===== src/rtl/axistream_snooper.sv =====
// AXI-Stream snooper: copies each received packet into a packetmem buffer,
// one word per beat from address 0, then reports the length and whether the
// packet overflowed the buffer. Beats past the buffer end are still accepted
// (so the upstream is never wedged) but they are not written.
module axistream_snooper #(
    parameter int DATA_WIDTH = 64,
    parameter int ADDR_WIDTH = 10
) (
    input  logic                  clk,
    input  logic                  rst,
    input  logic [DATA_WIDTH-1:0] TDATA,
    input  logic                  TVALID,
    input  logic                  TLAST,
    output logic                  TREADY,
    output logic [ADDR_WIDTH-1:0] snooper_wr_addr,
    output logic [DATA_WIDTH-1:0] snooper_wr_data,
    output logic                  snooper_wr_en,
    output logic                  snooper_done,
    output logic [ADDR_WIDTH:0]   len_from_snooper,
    output logic                  truncated,
    input  logic                  ready_for_snooper
);

    typedef enum logic [1:0] {IDLE, RECV, DROP} state_t;

    localparam logic [ADDR_WIDTH-1:0] LAST_ADDR = '1;
    localparam logic [ADDR_WIDTH:0]   FULL_LEN  = {1'b1, {ADDR_WIDTH{1'b0}}};

    state_t                  state_q, state_d;
    logic [ADDR_WIDTH-1:0]   cnt_q, cnt_d;
    logic                    tready_q, tready_d;
    logic                    wr_en_q, wr_en_d;
    logic [ADDR_WIDTH-1:0]   wr_addr_q, wr_addr_d;
    logic [DATA_WIDTH-1:0]   wr_data_q, wr_data_d;
    logic                    done_q, done_d;
    logic [ADDR_WIDTH:0]     len_q, len_d;
    logic                    trunc_q, trunc_d;
    logic                    accept;

    assign accept = TVALID && tready_q;

    // Next-state, write-port and completion-report logic.
    always_comb begin
        state_d   = state_q;
        cnt_d     = cnt_q;
        wr_en_d   = 1'b0;
        wr_addr_d = wr_addr_q;
        wr_data_d = wr_data_q;
        done_d    = 1'b0;
        len_d     = len_q;
        trunc_d   = trunc_q;
        case (state_q)
            IDLE: begin
                // The done cycle is skipped so the packetmem has a chance to
                // drop ready for the buffer that was just filled.
                if (ready_for_snooper && !done_q) begin
                    state_d = RECV;
                    cnt_d   = '0;
                end
            end
            RECV: begin
                if (accept) begin
                    wr_en_d   = 1'b1;
                    wr_addr_d = cnt_q;
                    wr_data_d = TDATA;
                    cnt_d     = cnt_q + 1'b1;
                    if (TLAST) begin
                        state_d = IDLE;
                        done_d  = 1'b1;
                        len_d   = {1'b0, cnt_q} + (ADDR_WIDTH+1)'(1);
                        trunc_d = 1'b0;
                    end else if (cnt_q == LAST_ADDR) begin
                        state_d = DROP;
                    end
                end
            end
            DROP: begin
                if (accept && TLAST) begin
                    state_d = IDLE;
                    done_d  = 1'b1;
                    len_d   = FULL_LEN;
                    trunc_d = 1'b1;
                end
            end
            default: state_d = IDLE;
        endcase
        tready_d = (state_d != IDLE);
    end

    // State and output registers with synchronous reset.
    always_ff @(posedge clk) begin
        if (rst) begin
            state_q   <= IDLE;
            cnt_q     <= '0;
            tready_q  <= 1'b0;
            wr_en_q   <= 1'b0;
            wr_addr_q <= '0;
            wr_data_q <= '0;
            done_q    <= 1'b0;
            len_q     <= '0;
            trunc_q   <= 1'b0;
        end else begin
            state_q   <= state_d;
            cnt_q     <= cnt_d;
            tready_q  <= tready_d;
            wr_en_q   <= wr_en_d;
            wr_addr_q <= wr_addr_d;
            wr_data_q <= wr_data_d;
            done_q    <= done_d;
            len_q     <= len_d;
            trunc_q   <= trunc_d;
        end
    end

    assign TREADY           = tready_q;
    assign snooper_wr_en    = wr_en_q;
    assign snooper_wr_addr  = wr_addr_q;
    assign snooper_wr_data  = wr_data_q;
    assign snooper_done     = done_q;
    assign len_from_snooper = len_q;
    assign truncated        = trunc_q;

endmodule


===== config.mk =====
export PLATFORM = sky130hd
export DESIGN_NAME = axistream_snooper
export DESIGN_NICKNAME = d
export VERILOG_FILES = /design/src/rtl/axistream_snooper.sv
export SDC_FILE = /design/constraint.sdc
export NUM_CORES = 1
export LEC_CHECK = 0
export ABC_AREA = 1
export ABC_CLOCK_PERIOD_IN_PS = 2600
export BUFFER_PORTS_ARGS = -buffer_cell sky130_fd_sc_hd__buf_4
export CAP_MARGIN = 40
export CELL_PAD_IN_SITES_DETAIL_PLACEMENT = 1
export CELL_PAD_IN_SITES_GLOBAL_PLACEMENT = 2
export CORE_ASPECT_RATIO = 0.75
export CORE_UTILIZATION = 27
export CTS_CLUSTER_SIZE = 40
export DETAILED_ROUTE_END_ITERATION = 8
export PLACE_DENSITY_LB_ADDON = 0.1
export SLEW_MARGIN = 10
export SYNTH_ARGS = -nofsm -noshare
export SYNTH_HDL_FRONTEND = slang
export SYNTH_SLANG_ARGS = --single-unit

===== constraint.sdc =====
create_clock -name clk -period 2.6 [get_ports clk]
set_input_delay 0 -clock clk [delete_from_list [all_inputs] [get_ports clk]]
set_output_delay 0 -clock clk [all_outputs]
set_load 0.01 [all_outputs]

==> key figures <==
Outcome
  • Status: completed

Place
  • Placed cell area: 0.00515 mm²
  • DP HPWL: 8130 µm
  • GP Congestion: 0.717
  • Buffers on Ports: 157

Cells and area
  • Synth-to-layout area growth: 59.5%
  • Fraction of layout cells with a size suffix above 1: 26.7%
  • Sequential cell area: 0.00202 mm²
  • Footprint of the multi-input gates: 0.00161 mm²
  • Cell area after layout: 0.00609 mm²
  • FILL cells: 1641
  • Diode count: 0
  • Final nets: 776

Setup path
  • Critical Path Stages: 8
  • Critical-path cell list: inv_1, ha_1, inv_2, nor2_4, nand2_1, inv_2, nand3_1, a21oi_1
  • CP top delay family: simple AND/OR/NAND/NOR gates
  • CP max FO: 21
  • Worst r2r dst: cnt_q[8]
  • Launch point of the worst reg-to-reg path: state_q[1]
  • Worst Reg-to-Reg Cells: 8
  • CP arrival: 2130 ps
  • WS Path Type: flip-flop to flip-flop
  • CP endpoint kind: flip-flop
  • CP max stage delay: 420 ps
  • Slowest CP cell: nor2_4
  • Crit path top cell by count: inv_2
  • Critical Path Start: state_q[1]
  • CP startpoint kind: flip-flop
  • Crit path to: cnt_q[8]
  • Crit path required time: 2880 ps
  • Flop-to-flop setup slack: 750 ps
  • Buffers & Inverters on Critical Path: 3

Clock tree
  • TritonCTS Buffers: 9
  • Setup bufs post-CTS: 0
  • Worst-Skew Late Latency: 350 ps
  • CTS clk-pin slew, worst paths: 60 ps
  • CTS sink cnt: 101
  • Htree depth: 3
  • Root Driver: clkbuf_16
  • CTS Buffer Depth: 2
  • CTS tree: done

Route
  • Routed Antenna Nets: 0
  • DRT Wirelength: 12600 µm
  • DR iter-0 viols: 157
  • Vias after detailed routing: 3964
  • Drt wl/cell: 14.3 µm
  • Vias per inst: 4.50
  • DRC viols: 0
  • Initial DRT Pass Iterations: 4

Global route
  • Met1 GRT Util: 22.0%
  • Antenna violations before repair: 0
  • GR met2 Demand/Resource: 30.2%
  • GRT Max-Usage Layer: met2
  • Largest net degree at the start of global routing: 73
  • GR met3 Demand/Resource: 6.23%
  • First-pass GRT wire length: 21200 µm
  • Vias in the first global route: 4276
  • Global route overflow: 0
  • Tot GR Track Use: 18.2%

Synth
  • Yosys reg bits: 101
  • Register area share after synthesis: 52.9%
  • YS warnings: 0
  • Synthesized area per cell: 7.75 µm²
  • Mapped Area: 0.00382 mm²
  • Post-Syn Instances: 493
  • Cell variety after synth: 29
  • Syn Nets: 567

Run
  • Max cap viols: 0

Die
  • Die Area: 0.0146 mm²
  • Row count: 37
  • Starting Density: 27.8%
  • # IOs: 158
  • Die width: 139 µm
  • Core footprint: 0.0137 mm²
  • Die height: 105 µm

STA
  • Fmax: 0.541 GHz
  • RSZ-0062 raised after global routing: false
  • Final count of hold timing violations: 0
  • Final setup viols: 0
  • Clk_skew: 4.13 ps
  • Slew at the pin with the worst max-slew slack: 615 ps
  • Setup TNS: 0 ps
  • Headroom to the max-slew limit: 58.9%
  • Fin crit period: 1850 ps
  • Slew Limit Fails: 0
  • Period utilisation layout: 71.1%

Power
  • Lkg Pwr: 2.86 nW
  • PD cells: 553 mW/mm²
  • Max VDD drop: 0.000348 V

Hold path
  • Worst hold path class: primary input to flip-flop
-- stage by stage --
stage          std cells  hold WS (ps)  utilization (%)  power (mW)  setup WS (ps)
3_3_place_gp         802           223             37.5        1.93            806
5_1_grt              880          34.2             44.3        3.52            522
2_1_floorplan        493          69.1                -        1.76           1200
6_report             880          16.7             44.3        3.37            752
3_5_place_dp         802           229             37.5        1.94            706
4_1_cts              880          13.8             44.3        3.43            693
-- report_power, final --
| group | total, mW | switching [mW] | internal (mW) |
|---|---|---|---|
| sequential | 1.61 | 0.0206 | 1.59 |
| clock | 1.39 | 0.577 | 0.816 |
| combinational | 0.371 | 0.165 | 0.206 |
-- placed cells by master, fill, tap and decap left out, types with 9 or more instances in the layout --
master | Yosys | final
nor2_1 | 159 | 159
buf_4 | 0 | 157
dfxtp_1 | 101 | 101
o21ai_0 | 71 | 71
dlygate4sd3_1 | 0 | 64
nand2_1 | 50 | 50
a21oi_1 | 24 | 24
nand3_1 | 17 | 17
inv_1 | 14 | 13
clkbuf_16 | 0 | 9
-- what timing repair did --
item,CTS,global route
endpoints found under the hold margin,64,0
hold buffers,64,0
gates resized for setup,0,0
-- area by class of cell --
type	instances	share of cell area (%)
timing repair buffer	224	30.8
inverter	17	1.05
multi-input combinational	349	26.4
clock buffer	13	4.44
tap	175	3.59
clock inverter	1	0.493
sequential	101	33.2
-- Yosys cell counts (all sizes together) --
library cell / n / area, µm²
ha: 5 / 62.6
inv: 17 / 63.8
nor2: 162 / 631
clkbuf: 13 / 56.3
xor2: 3 / 33.8
xnor2: 1 / 8.76
dfxtp: 101 / 2020
nand2: 51 / 194
nor3: 1 / 10.0
nand4: 2 / 12.5
a21o: 1 / 7.51
buf: 13 / 70.1
a21oi: 26 / 138
a21boi: 1 / 7.51
nand3: 19 / 113
o21ai: 76 / 384
o21bai: 1 / 7.51
-- how the worst min path moves through the flow --
stage | end | start | cells after the start
finish | cnt_q[3] | rst | 2
floorplan | cnt_q[9] | rst | 1
global placement | snooper_wr_data[32] | TDATA[32] | 3
detailed placement | snooper_wr_data[50] | TDATA[50] | 3
global route | cnt_q[6] | rst | 2
CTS | cnt_q[3] | rst | 2
-- cells by family (layout without fill, tap and decap cells) --
| logic type | Yosys count | count (layout) | share of synthesized area [%] |
|---|---|---|---|
| xor gates and xnor gates | 4 | 4 | 1.11 |
| AOI/OAI and AO/OA | 105 | 105 | 14.2 |
| DFF | 101 | 101 | 52.9 |
| adders and majority gates | 5 | 5 | 1.64 |
| buffers and inverters | 43 | 255 | 4.98 |
| and+or+nand+nor | 235 | 235 | 25.1 |
-- layer usage --
metal / up-vias / wire length [µm]
li1: 1995 / -
met3: 11 / 834
met5: - / 0
met2: 93 / 5840
met4: 0 / 195
met1: 1865 / 5700
-- registers in the layout (all words and copies together) (netlist names) --
register / cells
snooper_wr_en: 1
snooper_done: 1
TREADY: 1
state_q: 2
len_from_snooper: 11
snooper_wr_addr: 10
snooper_wr_data: 64
truncated: 1
cnt_q: 10
No activity file was read; power rests on OpenSTA's default activity.
